[src/rtl/serial_pattern_tx_if.sv]
// Handshake and serial-line bundle for serial_pattern_tx.
// The master side requests frames and the slave side (the transmitter) drives the line.
`timescale 1ns/1ps
interface serial_pattern_tx_if #(
    parameter int WIDTH = 8
);
    logic             Start;
    logic [WIDTH-1:0] Din;
    logic             Ready;
    logic             Done;
    logic             Out1;

    modport master (output Start, output Din, input Ready, input Done, input Out1);
    modport slave  (input Start, input Din, output Ready, output Done, output Out1);
endinterface

[src/rtl/serial_pattern_tx.sv]
// Serial frame transmitter for the sequence-detector link.
// Line format: idle 0, preamble 1,0, data MSB first, optional even parity, stop 1.
//
// state | meaning
// IDLE  | line low, Ready high, waiting for Start
// PRE1  | preamble high bit
// PRE0  | preamble low bit
// DATA  | shifting out captured word, MSB first
// PAR   | even-parity bit (PARITY_EN only)
// STOP  | stop bit, then IDLE with a one-clock Done
`timescale 1ns/1ps
module serial_pattern_tx #(
    parameter int WIDTH        = 8,
    parameter int CLKS_PER_BIT = 1,
    parameter int PARITY_EN    = 0
) (
    input  logic                CLK,
    input  logic                RST,
    serial_pattern_tx_if.slave  bus
);
    localparam int CW = (CLKS_PER_BIT > 1) ? $clog2(CLKS_PER_BIT) : 1;
    localparam int BW = (WIDTH > 1) ? $clog2(WIDTH) : 1;
    localparam logic [CW-1:0] CNT_LAST = CW'(CLKS_PER_BIT - 1);
    localparam logic [BW-1:0] BIT_LAST = BW'(WIDTH - 1);

    typedef enum logic [2:0] {
        IDLE = 3'd0,
        PRE1 = 3'd1,
        PRE0 = 3'd2,
        DATA = 3'd3,
        PAR  = 3'd4,
        STOP = 3'd5
    } state_t;

    state_t           state_q, state_d;
    logic [CW-1:0]    cnt_q, cnt_d;
    logic [BW-1:0]    bit_q, bit_d;
    logic [WIDTH-1:0] sh_q, sh_d;
    logic             par_q, par_d;
    logic             done_q, done_d;
    logic             out1_q, out1_d;
    logic             period_end;

    assign period_end = (cnt_q == CNT_LAST);

    always_ff @(posedge CLK or posedge RST) begin
        if (RST) begin
            state_q <= IDLE;
            cnt_q   <= '0;
            bit_q   <= '0;
            sh_q    <= '0;
            par_q   <= 1'b0;
            done_q  <= 1'b0;
            out1_q  <= 1'b0;
        end else begin
            state_q <= state_d;
            cnt_q   <= cnt_d;
            bit_q   <= bit_d;
            sh_q    <= sh_d;
            par_q   <= par_d;
            done_q  <= done_d;
            out1_q  <= out1_d;
        end
    end

    always_comb begin
        state_d = state_q;
        cnt_d   = cnt_q;
        bit_d   = bit_q;
        sh_d    = sh_q;
        par_d   = par_q;
        done_d  = 1'b0;

        case (state_q)
            IDLE: begin
                if (bus.Start) begin
                    state_d = PRE1;
                    sh_d    = bus.Din;
                    par_d   = ^bus.Din;
                    cnt_d   = '0;
                    bit_d   = '0;
                end
            end
            PRE1: begin
                if (period_end) begin
                    state_d = PRE0;
                    cnt_d   = '0;
                end else begin
                    cnt_d = cnt_q + CW'(1);
                end
            end
            PRE0: begin
                if (period_end) begin
                    state_d = DATA;
                    cnt_d   = '0;
                    bit_d   = '0;
                end else begin
                    cnt_d = cnt_q + CW'(1);
                end
            end
            DATA: begin
                if (period_end) begin
                    cnt_d = '0;
                    sh_d  = sh_q << 1;
                    if (bit_q == BIT_LAST) begin
                        state_d = (PARITY_EN != 0) ? PAR : STOP;
                        bit_d   = '0;
                    end else begin
                        bit_d = bit_q + BW'(1);
                    end
                end else begin
                    cnt_d = cnt_q + CW'(1);
                end
            end
            PAR: begin
                if (period_end) begin
                    state_d = STOP;
                    cnt_d   = '0;
                end else begin
                    cnt_d = cnt_q + CW'(1);
                end
            end
            STOP: begin
                if (period_end) begin
                    state_d = IDLE;
                    cnt_d   = '0;
                    done_d  = 1'b1;
                end else begin
                    cnt_d = cnt_q + CW'(1);
                end
            end
            default: begin
                state_d = IDLE;
                cnt_d   = '0;
                bit_d   = '0;
            end
        endcase
    end

    // Line value is decoded from the next state so Out1 is a flop aligned with the state it belongs to.
    always_comb begin
        out1_d = 1'b0;
        case (state_d)
            PRE1, STOP: out1_d = 1'b1;
            DATA:       out1_d = sh_d[WIDTH-1];
            PAR:        out1_d = par_d;
            default:    out1_d = 1'b0;
        endcase
    end

    assign bus.Ready = (state_q == IDLE);
    assign bus.Done  = done_q;
    assign bus.Out1  = out1_q;
endmodule
[src/flat_wrapper.sv]
// flat-port wrapper written by rule: the top's interface ports become plain ports
module serial_pattern_tx_flat 
#(
    parameter int WIDTH        = 8,
    parameter int CLKS_PER_BIT = 1,
    parameter int PARITY_EN    = 0
)
  (CLK, RST, bus_Start, bus_Din, bus_Ready, bus_Done, bus_Out1);
  serial_pattern_tx_if #(.WIDTH(WIDTH)) bus_i ();
  input  logic CLK;
  input  logic RST;
  input wire logic [$bits(bus_i.Start)-1:0] bus_Start;
  input wire logic [$bits(bus_i.Din)-1:0] bus_Din;
  output wire logic [$bits(bus_i.Ready)-1:0] bus_Ready;
  output wire logic [$bits(bus_i.Done)-1:0] bus_Done;
  output wire logic [$bits(bus_i.Out1)-1:0] bus_Out1;
  assign bus_i.Start = bus_Start;
  assign bus_i.Din = bus_Din;
  assign bus_Ready = bus_i.Ready;
  assign bus_Done = bus_i.Done;
  assign bus_Out1 = bus_i.Out1;
  serial_pattern_tx #(.WIDTH(WIDTH), .CLKS_PER_BIT(CLKS_PER_BIT), .PARITY_EN(PARITY_EN)) u_core (.CLK(CLK), .RST(RST), .bus(bus_i));
endmodule
[config.mk]
export PLATFORM = sky130hd
export DESIGN_NAME = serial_pattern_tx_flat
export DESIGN_NICKNAME = d
export VERILOG_FILES = /design/src/rtl/serial_pattern_tx_if.sv /design/src/rtl/serial_pattern_tx.sv /design/src/flat_wrapper.sv
export SDC_FILE = /design/constraint.sdc
export NUM_CORES = 1
export LEC_CHECK = 0
export CAP_MARGIN = 20
export CORE_MARGIN = 5
export CORE_UTILIZATION = 53
export DETAILED_ROUTE_END_ITERATION = 7
export PLACE_DENSITY = 0.88
export SLEW_MARGIN = 20
export SYNTH_ARGS = -nofsm -noshare
export SYNTH_HDL_FRONTEND = slang
export SYNTH_SLANG_ARGS = --single-unit
[constraint.sdc]
create_clock -name CLK -period 3.2 [get_ports CLK]
set_input_delay 0.64 -clock CLK [delete_from_list [all_inputs] [get_ports CLK]]
set_output_delay 0.64 -clock CLK [all_outputs]
set_load 0.1 [all_outputs]
==> flow_summary.ini <==
[synthesis]
syn_inst = 71
synth.distinct_cells = 28
yosys_warnings = 0
ys_ff_latch = 16
syn_area_per_cell_um2 = 10.7
yosysSeqAreaShare_pct = 52.6
synth_fp_nets = 84
synth_area_um2 = 761

[clock_network]
worstSkewPairLatency_ps = 280
cts_tree = yes
cts_root_buffer = clkbuf_4
cts-hold-fix-buffers = 0
numClockSinks = 16
cts_max_level = 1
path_clk_slew_ps = 90
ctsLongestPathBuffers = 2
cts-resized-gates = 0
post_cts_buffers = 0
numCtsBuffers = 3

[power_and_ir_drop]
ir_drop_uv = 462
p_total_mw = 0.721
powerDensity_mw_per_mm2 = 788
switchingPower_mw = 0.278
internal_power_mw = 0.442
power_frac_comb_pct = 38.0
pwr-share-seq_pct = 43.7
leakage_nw = 0.439
sw_frac_of_total_pct = 38.6
p_clk_share_pct = 18.4

[die]
core-area_mm2 = 0.00133
row_count = 13
die_y_um = 47.9
dieArea_mm2 = 0.00229
start_util_pct = 57.0
die_w_um = 47.9
ioPinCount = 14

[grt]
grt_overflow_total = 0
grt_use_total_pct = 15.6
grt_max_degree = 17
grt_pass1_wl_mm = 2.39
antenna_found_initial = 0
grt_pass1_vias = 540

[critical_path]
r2r-start = u_core.state_q[1]
start_kind = flip-flop
crit_start = u_core.state_q[1]
arrival_ps = 1330
rr_endpoint = u_core.sh_q[0]
worst_ep_required_time_ps = 2560
rr_worst_depth = 3
rrSetupSlack_ps = 1650
end_kind = output port
path_max_fanout = 11
crit_type = flip-flop to output port
critical_path.endpoint = bus_Ready

[placement]
dpl.hpwl_mm = 1.11
pre_cts_ws_ps = 1090
gp_congestion = 0.828
portBuffers = 13

[route]
drt_iter0_markers = 12
vias_per_cell = 5.52
drt-wirelength-per-cell_um = 14.9
ant_nets = 0
vias = 546
finalWirelength_mm = 1.48
drc = 0
drt_pre_antenna_iters = 4

[timing]
fin_setup_tns_ps = 0
skew_ps = 1.45
setup_slack_ps = 1230
tightest_slew_ps = 590
rsz0062_at_grt = false
fin_crit_sh_pct = 61.5
drv_slew = 0
layout_min_cycle_time_ps = 1970
relSlewSlack_pct = 60.6
hold_violations = 0
max_freq_mhz = 508
setup_viol = 0

[finish]
antennaDiodeCount = 0
final_nets = 98
layout_common_cells = dfrtp_1, nand2_1, clkdlybuf4s50_1
final_common_cell = dfrtp_1
syn_to_final_growth_pct = 20.2
layout-drive-gt1-share_pct = 14.3

[flow_run]
cap_violations = 0

[hold_path]
hp-class = flip-flop to flip-flop

[outcome]
status = complete, no violations
-- worst max-delay path, stage by stage (launching register included) --
cell and delay (ps):
dfrtp_1 530, nor3_2 210, buf_4 310
-- state kept, by name, indices dropped and copies added, names as in the netlist --
signal and cells:
u_core.state_q 3, u_core.bit_q 3, u_core.bus.Out1 1, u_core.bus.Done 1, u_core.sh_q 8
-- cell usage after synthesis (all sizes together) --
master | count | area, um2
buf | 4 | 28.8
a21oi | 1 | 5.00
a21boi | 1 | 7.51
and3b | 1 | 8.76
a22o | 3 | 26.3
nand2b | 1 | 6.26
nor3 | 2 | 10.0
nor3b | 1 | 7.51
mux2i | 1 | 10.0
ha | 2 | 25.0
inv | 3 | 11.3
a32oi | 1 | 8.76
a21o | 1 | 7.51
a22oi | 6 | 45.0
mux2 | 1 | 11.3
nor2 | 5 | 26.3
a31oi | 1 | 6.26
nand2 | 14 | 52.6
nor2b | 1 | 6.26
o21ai | 1 | 5.00
nor4b | 1 | 23.8
and2 | 1 | 7.51
a211oi | 1 | 7.51
o22ai | 1 | 6.26
dfrtp | 16 | 400
-- power by group through the flow --
stage | Sequential (mW) | Combinational (mW) | Clock, mW
after floorplan | 0.310 | 0.232 | 0
after global placement | 0.314 | 0.256 | 0
after detailed placement | 0.319 | 0.273 | 0
after CTS | 0.315 | 0.273 | 0.136
after global routing | 0.322 | 0.306 | 0.145
final | 0.315 | 0.273 | 0.132
-- worst min path at each step --
stage | startpoint | end | slack, ps | cells after the start
after floorplan | u_core.sh_q[6] | u_core.sh_q[6] | 450 | 2
after global placement | u_core.sh_q[4] | u_core.sh_q[4] | 460 | 2
after detailed placement | u_core.sh_q[5] | u_core.sh_q[5] | 460 | 2
after CTS | u_core.sh_q[5] | u_core.sh_q[5] | 500 | 2
after global routing | u_core.sh_q[3] | u_core.sh_q[3] | 530 | 2
final | u_core.sh_q[3] | u_core.sh_q[3] | 490 | 2
-- routing by layer --
metal  up-vias  global-route usage (%)  routed length, um
met5         -                       0                  0
met4         0                    8.06                 16
met3         2                    3.38                 61
met2        12                    24.8                712
met1       255                    19.7                684
li1        277                       -                  -
-- through the flow --
step	util, %	instances	hold WS (ps)	area, um2
after CTS	68.6	99	496	915
after global routing	68.6	99	527	915
after detailed placement	65.9	95	464	878
final	68.6	99	495	915
after floorplan	-	71	447	766
after global placement	65.9	95	465	878
-- final cells by class --
| class | count | area, um2 |
|---|---|---|
| Sequential cell | 16 | 400 |
| Clock buffer | 4 | 36.3 |
| Multi-Input combinational cell | 48 | 325 |
| Tap cell | 15 | 18.8 |
| Inverter | 3 | 11.3 |
| Fill cell | 117 | 419 |
| Timing Repair Buffer | 13 | 123 |
-- cell families (layout without fill, tap and decap cells) --
group,Yosys count,in the layout,share of synthesized area (%)
mux,2,2,2.80
fa+ha+maj,2,2,3.29
flops,16,16,52.6
simple gates,27,27,19.6
buf+inv,7,20,5.26
compound gates,17,17,16.4
(Power assumes the default switching activity.)
